## config.mk

```make
export PLATFORM = sky130hd
export DESIGN_NAME = alu_op_scheduler_flat
export DESIGN_NICKNAME = d
export VERILOG_FILES = /design/src/rtl/alu_op_scheduler_pkg.sv /design/src/rtl/alu_op_scheduler_if.sv /design/src/rtl/alu_op_scheduler_serial_divider.sv /design/src/rtl/alu_op_scheduler.sv /design/src/flat_wrapper.sv
export SDC_FILE = /design/constraint.sdc
export NUM_CORES = 2
export LEC_CHECK = 0
export CAP_MARGIN = 10
export CORE_MARGIN = 2
export CORE_UTILIZATION = 60
export DETAILED_ROUTE_END_ITERATION = 12
export PLACE_DENSITY = 0.8
export SKIP_CTS_REPAIR_TIMING = 1
export SLEW_MARGIN = 20
export SYNTH_ARGS = -nofsm -noshare
export SYNTH_HDL_FRONTEND = slang
export SYNTH_SLANG_ARGS = --single-unit
```

## constraint.sdc

```tcl
create_clock -name clk -period 16.98 [get_ports clk]
set_input_delay 1.698 -clock clk [delete_from_list [all_inputs] [get_ports clk]]
set_output_delay 1.698 -clock clk [all_outputs]
set_load 0.005 [all_outputs]
```

## src/rtl/alu_op_scheduler_pkg.sv

```systemverilog
// Opcode map, scheduler state encoding and opcode classification shared by
// the scheduler, its divider and the bench.
package alu_op_pkg;

  localparam logic [3:0] OP_ADD  = 4'd0;
  localparam logic [3:0] OP_SUB  = 4'd1;
  localparam logic [3:0] OP_MUL  = 4'd2;
  localparam logic [3:0] OP_DIV  = 4'd3;
  localparam logic [3:0] OP_MOD  = 4'd4;
  localparam logic [3:0] OP_AND  = 4'd5;
  localparam logic [3:0] OP_OR   = 4'd6;
  localparam logic [3:0] OP_XOR  = 4'd7;
  localparam logic [3:0] OP_XNOR = 4'd8;
  localparam logic [3:0] OP_SHL  = 4'd9;
  localparam logic [3:0] OP_SHR  = 4'd10;
  localparam logic [3:0] OP_EQ   = 4'd11;
  localparam logic [3:0] OP_LE   = 4'd12;
  localparam logic [3:0] OP_RAND = 4'd13;
  localparam logic [3:0] OP_ROR  = 4'd14;
  localparam logic [3:0] OP_RXOR = 4'd15;

  typedef enum logic [1:0] {
    IDLE = 2'd0,
    DIVW = 2'd1,
    RESP = 2'd2
  } state_e;

  function automatic logic is_multicycle(input logic [3:0] op);
    return (op == OP_DIV) || (op == OP_MOD);
  endfunction

endpackage

```

## src/rtl/alu_op_scheduler_if.sv

```systemverilog
// Two request channels and one tagged response channel of the shared operator.
interface alu_op_scheduler_if #(
  parameter int WIDTH = 32
);
  logic             req0_valid;
  logic             req0_ready;
  logic [3:0]       req0_op;
  logic [WIDTH-1:0] req0_a;
  logic [WIDTH-1:0] req0_b;
  logic             req1_valid;
  logic             req1_ready;
  logic [3:0]       req1_op;
  logic [WIDTH-1:0] req1_a;
  logic [WIDTH-1:0] req1_b;
  logic             rsp_valid;
  logic             rsp_ready;
  logic             rsp_id;
  logic [WIDTH-1:0] rsp_data;

  modport master (
    output req0_valid, req0_op, req0_a, req0_b,
    output req1_valid, req1_op, req1_a, req1_b,
    input  req0_ready, req1_ready,
    input  rsp_valid, rsp_id, rsp_data,
    output rsp_ready
  );

  modport slave (
    input  req0_valid, req0_op, req0_a, req0_b,
    input  req1_valid, req1_op, req1_a, req1_b,
    output req0_ready, req1_ready,
    output rsp_valid, rsp_id, rsp_data,
    input  rsp_ready
  );
endinterface

```

## src/rtl/alu_op_scheduler_serial_divider.sv

```systemverilog
// Restoring unsigned divider, one quotient bit per cycle; done pulses exactly
// WIDTH cycles after start. Divide by zero naturally gives all ones / a.
module serial_divider #(
  parameter int WIDTH = 32
) (
  input  logic             clk,
  input  logic             rst,
  input  logic             start,
  input  logic [WIDTH-1:0] a,
  input  logic [WIDTH-1:0] b,
  output logic             busy,
  output logic             done,
  output logic [WIDTH-1:0] quotient,
  output logic [WIDTH-1:0] remainder
);
  localparam int CW = $clog2(WIDTH);
  localparam logic [CW-1:0] LAST = CW'(WIDTH - 1);

  logic             busy_q;
  logic [CW-1:0]    cnt_q;
  logic [WIDTH-1:0] rem_q, quo_q, div_q;
  logic [WIDTH-1:0] rem_in, quo_in, div_in, rem_step, quo_step;
  logic [WIDTH:0]   shifted;

  // The first quotient bit is resolved in the start cycle, so WIDTH-1 busy
  // cycles finish the job and results are registered when done is shown.
  always_comb begin
    rem_in = rem_q;
    quo_in = quo_q;
    div_in = div_q;
    if (start) begin
      rem_in = '0;
      quo_in = a;
      div_in = b;
    end
    shifted  = {rem_in, quo_in[WIDTH-1]};
    quo_step = {quo_in[WIDTH-2:0], 1'b0};
    rem_step = shifted[WIDTH-1:0];
    if (shifted >= {1'b0, div_in}) begin
      rem_step    = WIDTH'(shifted - {1'b0, div_in});
      quo_step[0] = 1'b1;
    end
  end

  always_ff @(posedge clk or posedge rst) begin
    if (rst) begin
      busy_q <= 1'b0;
      cnt_q  <= '0;
      rem_q  <= '0;
      quo_q  <= '0;
      div_q  <= '0;
    end else if (start) begin
      busy_q <= 1'b1;
      cnt_q  <= '0;
      rem_q  <= rem_step;
      quo_q  <= quo_step;
      div_q  <= b;
    end else if (busy_q) begin
      cnt_q <= cnt_q + CW'(1);
      if (cnt_q == LAST) begin
        busy_q <= 1'b0;
      end else begin
        rem_q <= rem_step;
        quo_q <= quo_step;
      end
    end
  end

  assign busy      = busy_q;
  assign done      = busy_q && (cnt_q == LAST);
  assign quotient  = quo_q;
  assign remainder = rem_q;
endmodule

```

## src/rtl/alu_op_scheduler.sv

```systemverilog
// Round-robin scheduler sharing one integer operator between two requesters;
// single-cycle ops answer next cycle, DIV/MOD go through the serial divider.
module alu_op_scheduler
  import alu_op_pkg::*;
#(
  parameter int WIDTH = 32
) (
  input  logic                clk,
  input  logic                rst,
  alu_op_scheduler_if.slave   bus
);
  state_e           state_q, state_d;
  logic             ptr_q, ptr_d;
  logic             rsp_id_q, rsp_id_d;
  logic [WIDTH-1:0] rsp_data_q, rsp_data_d;
  logic             is_mod_q, is_mod_d;

  logic             gnt0, gnt1, accept, div_start;
  logic [3:0]       sel_op;
  logic [WIDTH-1:0] sel_a, sel_b;
  logic             div_busy, div_done;
  logic [WIDTH-1:0] div_quo, div_rem;

  // Shifting by an amount >= WIDTH already yields zero in SV semantics.
  function automatic logic [WIDTH-1:0] alu_eval(input logic [3:0] op,
                                                 input logic [WIDTH-1:0] a,
                                                 input logic [WIDTH-1:0] b);
    case (op)
      OP_ADD:  return a + b;
      OP_SUB:  return a - b;
      OP_MUL:  return a * b;
      OP_AND:  return a & b;
      OP_OR:   return a | b;
      OP_XOR:  return a ^ b;
      OP_XNOR: return ~(a ^ b);
      OP_SHL:  return a << b;
      OP_SHR:  return a >> b;
      OP_EQ:   return WIDTH'(a == b);
      OP_LE:   return WIDTH'(a <= b);
      OP_RAND: return WIDTH'(&a);
      OP_ROR:  return WIDTH'(|a);
      OP_RXOR: return WIDTH'(^a);
      default: return '0;
    endcase
  endfunction

  always_comb begin
    gnt0 = 1'b0;
    gnt1 = 1'b0;
    if (state_q == IDLE && !rst) begin
      if (!ptr_q) begin
        gnt0 = bus.req0_valid;
        gnt1 = !bus.req0_valid && bus.req1_valid;
      end else begin
        gnt1 = bus.req1_valid;
        gnt0 = !bus.req1_valid && bus.req0_valid;
      end
    end
  end

  assign bus.req0_ready = gnt0;
  assign bus.req1_ready = gnt1;
  assign accept    = gnt0 || gnt1;
  assign sel_op    = gnt1 ? bus.req1_op : bus.req0_op;
  assign sel_a     = gnt1 ? bus.req1_a  : bus.req0_a;
  assign sel_b     = gnt1 ? bus.req1_b  : bus.req0_b;
  assign div_start = accept && is_multicycle(sel_op);

  serial_divider #(.WIDTH(WIDTH)) u_div (
    .clk       (clk),
    .rst       (rst),
    .start     (div_start),
    .a         (sel_a),
    .b         (sel_b),
    .busy      (div_busy),
    .done      (div_done),
    .quotient  (div_quo),
    .remainder (div_rem)
  );

  always_comb begin
    state_d    = state_q;
    ptr_d      = ptr_q;
    rsp_id_d   = rsp_id_q;
    rsp_data_d = rsp_data_q;
    is_mod_d   = is_mod_q;
    case (state_q)
      IDLE: if (accept) begin
        ptr_d    = gnt0;
        rsp_id_d = gnt1;
        if (is_multicycle(sel_op)) begin
          is_mod_d = (sel_op == OP_MOD);
          state_d  = DIVW;
        end else begin
          rsp_data_d = alu_eval(sel_op, sel_a, sel_b);
          state_d    = RESP;
        end
      end
      DIVW: if (div_done) begin
        rsp_data_d = is_mod_q ? div_rem : div_quo;
        state_d    = RESP;
      end else if (!div_busy) begin
        state_d = IDLE;
      end
      RESP: if (bus.rsp_ready) state_d = IDLE;
      default: state_d = IDLE;
    endcase
  end

  always_ff @(posedge clk or posedge rst) begin
    if (rst) begin
      state_q    <= IDLE;
      ptr_q      <= 1'b0;
      rsp_id_q   <= 1'b0;
      rsp_data_q <= '0;
      is_mod_q   <= 1'b0;
    end else begin
      state_q    <= state_d;
      ptr_q      <= ptr_d;
      rsp_id_q   <= rsp_id_d;
      rsp_data_q <= rsp_data_d;
      is_mod_q   <= is_mod_d;
    end
  end

  assign bus.rsp_valid = (state_q == RESP);
  assign bus.rsp_id    = rsp_id_q;
  assign bus.rsp_data  = rsp_data_q;
endmodule

```

## src/flat_wrapper.sv

```systemverilog
// flat-port wrapper written by rule: the top's interface ports become plain ports
module alu_op_scheduler_flat import alu_op_pkg::*;
#(
  parameter int WIDTH = 32
)
  (clk, rst, bus_req0_valid, bus_req0_op, bus_req0_a, bus_req0_b, bus_req1_valid, bus_req1_op, bus_req1_a, bus_req1_b, bus_req0_ready, bus_req1_ready, bus_rsp_valid, bus_rsp_id, bus_rsp_data, bus_rsp_ready);
  alu_op_scheduler_if #(.WIDTH(WIDTH)) bus_i ();
  input  logic clk;
  input  logic rst;
  input wire logic [$bits(bus_i.req0_valid)-1:0] bus_req0_valid;
  input wire logic [$bits(bus_i.req0_op)-1:0] bus_req0_op;
  input wire logic [$bits(bus_i.req0_a)-1:0] bus_req0_a;
  input wire logic [$bits(bus_i.req0_b)-1:0] bus_req0_b;
  input wire logic [$bits(bus_i.req1_valid)-1:0] bus_req1_valid;
  input wire logic [$bits(bus_i.req1_op)-1:0] bus_req1_op;
  input wire logic [$bits(bus_i.req1_a)-1:0] bus_req1_a;
  input wire logic [$bits(bus_i.req1_b)-1:0] bus_req1_b;
  output wire logic [$bits(bus_i.req0_ready)-1:0] bus_req0_ready;
  output wire logic [$bits(bus_i.req1_ready)-1:0] bus_req1_ready;
  output wire logic [$bits(bus_i.rsp_valid)-1:0] bus_rsp_valid;
  output wire logic [$bits(bus_i.rsp_id)-1:0] bus_rsp_id;
  output wire logic [$bits(bus_i.rsp_data)-1:0] bus_rsp_data;
  input wire logic [$bits(bus_i.rsp_ready)-1:0] bus_rsp_ready;
  assign bus_i.req0_valid = bus_req0_valid;
  assign bus_i.req0_op = bus_req0_op;
  assign bus_i.req0_a = bus_req0_a;
  assign bus_i.req0_b = bus_req0_b;
  assign bus_i.req1_valid = bus_req1_valid;
  assign bus_i.req1_op = bus_req1_op;
  assign bus_i.req1_a = bus_req1_a;
  assign bus_i.req1_b = bus_req1_b;
  assign bus_req0_ready = bus_i.req0_ready;
  assign bus_req1_ready = bus_i.req1_ready;
  assign bus_rsp_valid = bus_i.rsp_valid;
  assign bus_rsp_id = bus_i.rsp_id;
  assign bus_rsp_data = bus_i.rsp_data;
  assign bus_i.rsp_ready = bus_rsp_ready;
  alu_op_scheduler #(.WIDTH(WIDTH)) u_core (.clk(clk), .rst(rst), .bus(bus_i));
endmodule
```

After elaboration in Yosys (flattened, before gate mapping)
Cells that the tools add are included.
- register bits after elaboration: 139
- bits of input ports: 141
- output and inout port bits: 36
- word-level logic and storage cells: 105
- add/subtract/negate cells: 4
- $mul: 1
- order comparisons: 2
- eq/ne operators: 25
- shifts and indexed selects: 2
- muxes and demuxes: 35
- bitwise operators: 4
- reduce and logical (&&, ||, !) cells: 22
- operator list (operator ; count):
    32-bit 2-to-1 mux ; 16
    32-bit one-hot mux with 14 select lines ; 1
    32-bit one-hot mux with 2 select lines ; 1
    32-bit subtractor ; 2
    33-bit by 32-bit greater-or-equal comparator with 1-bit output ; 1
    32-bit adder ; 1
    32-bit AND ; 1
    32-bit equality test ; 1
    4-bit equality test (second input constant) ; 8
    32-bit less-or-equal comparator ; 1
    32-bit by 32-bit multiplier with 32-bit output ; 1
    32-bit NOT ; 1
    32-bit OR ; 1
    32-bit AND reduction ; 1
    32-bit OR reduction ; 1
    32-bit parity ; 1
    32-bit by 32-bit left shift with 32-bit output ; 1
    32-bit by 32-bit right shift with 32-bit output ; 1
    32-bit bitwise XOR ; 1
    4-bit by 3-bit equality test with 1-bit output (second input constant) ; 4
    2-bit 2-to-1 mux ; 5
    5-bit 2-to-1 mux ; 2
    4-bit by 2-bit equality test with 1-bit output (second input constant) ; 2
    1-bit 2-to-1 mux ; 8
    other kinds (19) ; 32

Depth between registers and ports, before layout
- depth after elaboration: 14
- depth in mapped cells: 41
- depth with buffers taken out: 33

By module
Synthesis repeated with hierarchy kept, for this count alone.
- cells, all modules: 4383
- area, all modules: 34958.5 um^2
- by module, submodules not included (module ; times used ; cells an instance ; area an instance (um^2) ; sequential area each (um^2)):
    alu_op_scheduler ; 1 ; 3700 ; 28567.4 ; 925.9
    serial_divider ; 1 ; 683 ; 6391.1 ; 2552.4

Worst setup path after synthesis
No wires, ideal clock.
- path type: in2reg
- from: in bus_req0_valid
- to: reg u_core.rsp_data_q[31], in the netlist u_core.bus.rsp_data[31]
- setup time: 123 ps
- arrival time: 10136 ps
- required time: 16857 ps
- setup slack: 6721 ps
- stages: 38
- buffers on the path: 9
- path through: nand2b_1 > nand3_4 > buf_6 > buf_6 > buf_6 > buf_6 > buf_4 > buf_4 > buf_2 > buf_2 > nand2_1 > nand2_1 > inv_1 > buf_2 > nor2_1 > fa_1 > fa_1 > fa_1 > (+2 left out) > inv_1 > fa_1 > inv_1 > fa_1 > inv_1 > fa_1 > fa_1 > ha_1 > or2_2 > a311oi_1 > o21ai_0 > o31ai_1 > a21oi_1 > a31oi_1 > o21ai_0 > xnor2_1 > nor2_1 > o221a_1
- cells in the longest elaborated chain, start to end: 11
- elaborated cells between the ends (all ways): 44
- classes of those cells: add/sub: 2; mul: 1; eq/ne: 17; shift: 2; mux: 11; bitwise: 4; reduce/logical: 7
- RTL lines (what ; line ; RTL):
    start, declared ; flat_wrapper.sv:10 ; input wire logic [$bits(bus_i.req0_valid)-1:0] bus_req0_valid;
    branches (longest 11 deep; another with 32-bit by 32-bit multiplier with 32-bit output) ; -- ;
    end signal, assigned ; alu_op_scheduler.sv:121 ; rsp_data_q <= rsp_data_d;
    end, declared ; alu_op_scheduler.sv:15 ; logic [WIDTH-1:0] rsp_data_q, rsp_data_d;
Several ways; the timed one is not identified. The select of a mux whose other input is x is not followed.
A chain may end at the register's enable or synchronous reset.

Final worst setup path
- from: in rst
- to: reg u_core.rsp_data_q[29], in the netlist u_core.bus.rsp_data[29]
- cells in the longest elaborated chain, start to end: 10
- elaborated cells between the ends (all ways): 41
- classes of those cells: add/sub: 2; mul: 1; eq/ne: 17; shift: 2; mux: 9; bitwise: 4; reduce/logical: 6
- RTL lines (what ; line ; RTL):
    start, declared ; flat_wrapper.sv:9 ; input logic rst;
    1-bit logical NOT * ; alu_op_scheduler.sv:50 ; if (state_q == IDLE && !rst) begin
    1-bit logical AND * ; alu_op_scheduler.sv:50 ;
    branches (longest 8 deep; another with 32-bit by 32-bit multiplier with 32-bit output) ; -- ;
Every way passes the cells marked *. The select of a mux whose other input is x is not followed.

==> flow_summary_export.csv <==
group,metric,value,unit
critical_path,cpMostUsedCell,"fa_1",
sta,slew_violations,0,
critical_path,crit-reg2reg-capture,"u_core.bus.rsp_data[29]",
synthesis,synth_area,35040,sq um
synthesis,yosysTopAreaCellShare,0.2348,
synthesis,synth_area_per_cell,7.923,sq um
flow_run,max-cap-violations,0,
min_path,hp-class,"flip-flop to flip-flop",
floorplan,core_area,57700,sq um
routing,vias_per_cell,6.908,
critical_path,setup.worst_path.start,"rst",
sta,rsz0062_at_grt,"no",
global_route,first_global_vias,34960,
placed_design,hpwl,121300,um
critical_path,ff2ff_setup_slack,6110,ps
floorplan,die_w,245.7,um
sta,fin_setup_tns,0,ps
placed_design,gp_congestion,1.114,
global_route,grt_pass1_wl,236300,um
finish,fillers,4925,
synthesis,yosys_warnings,0,
routing,vias,36310,
clock_tree,clock_latency,460,ps
critical_path,worstSetupPathType,"primary input to flip-flop",
global_route,antenna_found_initial,13,
min_path,hold_start,"u_core.bus.rsp_data[2]",
clock_tree,path_clk_slew,80,ps
clock_tree,cts_buffer_depth,2,
routing,antenna_left,0,
synthesis,synth_edf_count,0,
finish,drive_above_1_share,0.06355,
sta,slew_headroom,0.1449,
global_route,grt_max_degree,75,
finish,nets,5309,
critical_path,slowest_stage,"buf_4",
synthesis,ys_types,94,
min_path,min_to,"u_core.bus.rsp_data[2]",
placed_design,port_buffers,176,
synthesis,synth_seq_cells,139,
min_path,hold_depth,2,
synthesis,synth.net_count,5260,
sta,clock.fmax,0.08202,GHz
synthesis,netlist_top_cells_count,"nor2_1 (607), nand2_1 (555), inv_1 (488)",
sta,fin_crit_sh,0.7180,
floorplan,boundaryPins,177,
critical_path,critPathLaunchType,"primary input",
sta,hold_viol_final,0,
floorplan,die_area,60360,sq um
critical_path,reg2reg_depth,33,
routing,drc_errors,0,
finish,area_delta_synth_final,8.969,%
synthesis,synthArstFlopShare,1.000,
clock_tree,root_buffer,"clkbuf_16",
synthesis,synth.most_common_cell,"nor2_1",
routing,first_iter_violations,5121,
synthesis,synthFlopType,"dfrtp_1",
clock_tree,numCtsBuffers,17,
floorplan,row_count,88,
clock_tree,clock_sinks,139,
routing,firstDrtPassIters,6,
synthesis,synthCells,4423,
global_route,use_met3,0.2305,
global_route,grt_usage,0.5390,
routing,wirelength,163000,um
sta,tightestPinTransition,1275,ps
critical_path,crit_fanout,59,
global_route,busiest_layer,"met2",
critical_path,crit_arrival,12520,ps
outcome,status,"completed",
clock_tree,cts_tree,"built",
critical_path,slowest_delay,840,ps
critical_path,r2r-start,"u_core.ptr_q",
critical_path,endpoint_kind,"flip-flop",
synthesis,ys_seq_area_frac,0.09925,
synthesis,yosysTopAreaCell,"fa_1",
sta,finalWorstPathRequiredPeriod,12190,ps
routing,wl_per_cell,31.01,um
sta,skew,27.77,ps
global_route,grt_overflow,0,
clock_tree,h-tree-depth,4,
global_route,gr-usage-met2,0.7353,
floorplan,floorplan.initialDensity,0.6074,
synthesis,synthTopCellsByArea,"fa_1 (23%), ha_1 (10%), dfrtp_1 (9.9%), nor2_1 (6.5%), mux2i_1 (6.1%)",
floorplan,die_h,245.7,um
global_route,grt.met1_usage,0.6858,
sta,setup_viol,0,
critical_path,worstPathRequired,17310,ps
worst max path at each step:
stage                                         end  slack (ps)  depth (start not counted)
after floorplan           u_core.bus.rsp_data[31]        6720                         38
after global placement    u_core.bus.rsp_data[29]        4880                         34
after detailed placement  u_core.bus.rsp_data[29]        4830                         33
after CTS                 u_core.bus.rsp_data[29]        5250                         34
after global routing      u_core.bus.rsp_data[29]        4500                         34
final                     u_core.bus.rsp_data[29]        4790                         34
cells in the final DEF (no fill, tap or decap), types with 35 or more instances in the layout:
cell	Yosys	routed
o22ai_1	37	37
a211oi_1	39	39
xor2_1	38	38
nand3_1	40	40
mux2i_1	214	203
nor2_1	607	606
xnor2_1	110	110
o21ai_0	155	154
and2_1	35	35
clkdlybuf4s50_1	0	174
fa_1	411	411
buf_4	5	108
mux2_2	64	64
nand2_1	555	553
a21oi_1	229	228
a31oi_1	75	75
dfrtp_1	139	138
nand2b_1	38	37
inv_1	488	486
nor3_1	51	51
a21o_1	77	77
ha_1	285	285
through the flow:
stage / worst slack, ps / area (sq um) / util / hold slack (ps) / cells
after floorplan: 6721 / 35040 / - / 460.2 / 4423
after global placement: 4882 / 37580 / 0.6513 / 454.6 / 5218
after detailed placement: 4829 / 37580 / 0.6513 / 470.9 / 5218
after CTS: 5254 / 38170 / 0.6616 / 487.5 / 5250
after global routing: 4501 / 38170 / 0.6616 / 503.0 / 5250
final: 4788 / 38190 / 0.6619 / 482.7 / 5256
registers in the layout, indices dropped and copies added, names as in the netlist:
name                    flops
u_core.u_div.remainder     32
u_core.u_div.cnt_q          5
u_core.u_div.div_q         32
u_core.state_q              2
u_core.u_div.busy           1
u_core.bus.rsp_id           1
u_core.bus.rsp_data        32
u_core.ptr_q                1
u_core.u_div.quotient      32
u_core.is_mod_q             1
worst max-delay path, delay by kind of cell:
kind,cells,cell delay [ps]
AOI/OAI and AO/OA,9,2100
xor gates and xnor gates,1,520
adders and majority gates,9,4190
buffers and inverters,10,3240
and+or+nand+nor,5,630
per-layer routing:
| layer | wire, um | vias to the layer above |
|---|---|---|
| li1 | - | 14930 |
| met1 | 57700 | 17430 |
| met2 | 63290 | 3112 |
| met5 | 93 | - |
| met3 | 27090 | 821 |
| met4 | 14830 | 18 |
layout make-up:
cell class | count | area [sq um] | share of cell area
Clock buffer | 17 | 425.4 | 0.01114
Antenna cell | 6 | 15.01 | 0.0003932
Timing Repair Buffer | 283 | 2557 | 0.06697
Multi-Input combinational cell | 3522 | 28670 | 0.7507
Inverter | 509 | 1916 | 0.05016
Clock inverter | 15 | 171.4 | 0.004489
Sequential cell | 139 | 3480 | 0.09112
Tap cell | 765 | 957.2 | 0.02506
cells by family after synthesis:
logic type	Yosys count	share of synthesized area
fa+ha+maj	696	0.3365
buf+inv	762	0.08637
xor+xnor	149	0.03763
simple gates	1483	0.1802
flops	139	0.09925
mux	297	0.09143
compound gates	897	0.1686
Power is left out: the tool's default activity adds up to more than one toggle a clock period on the data nets, which glitch-free logic cannot reach.
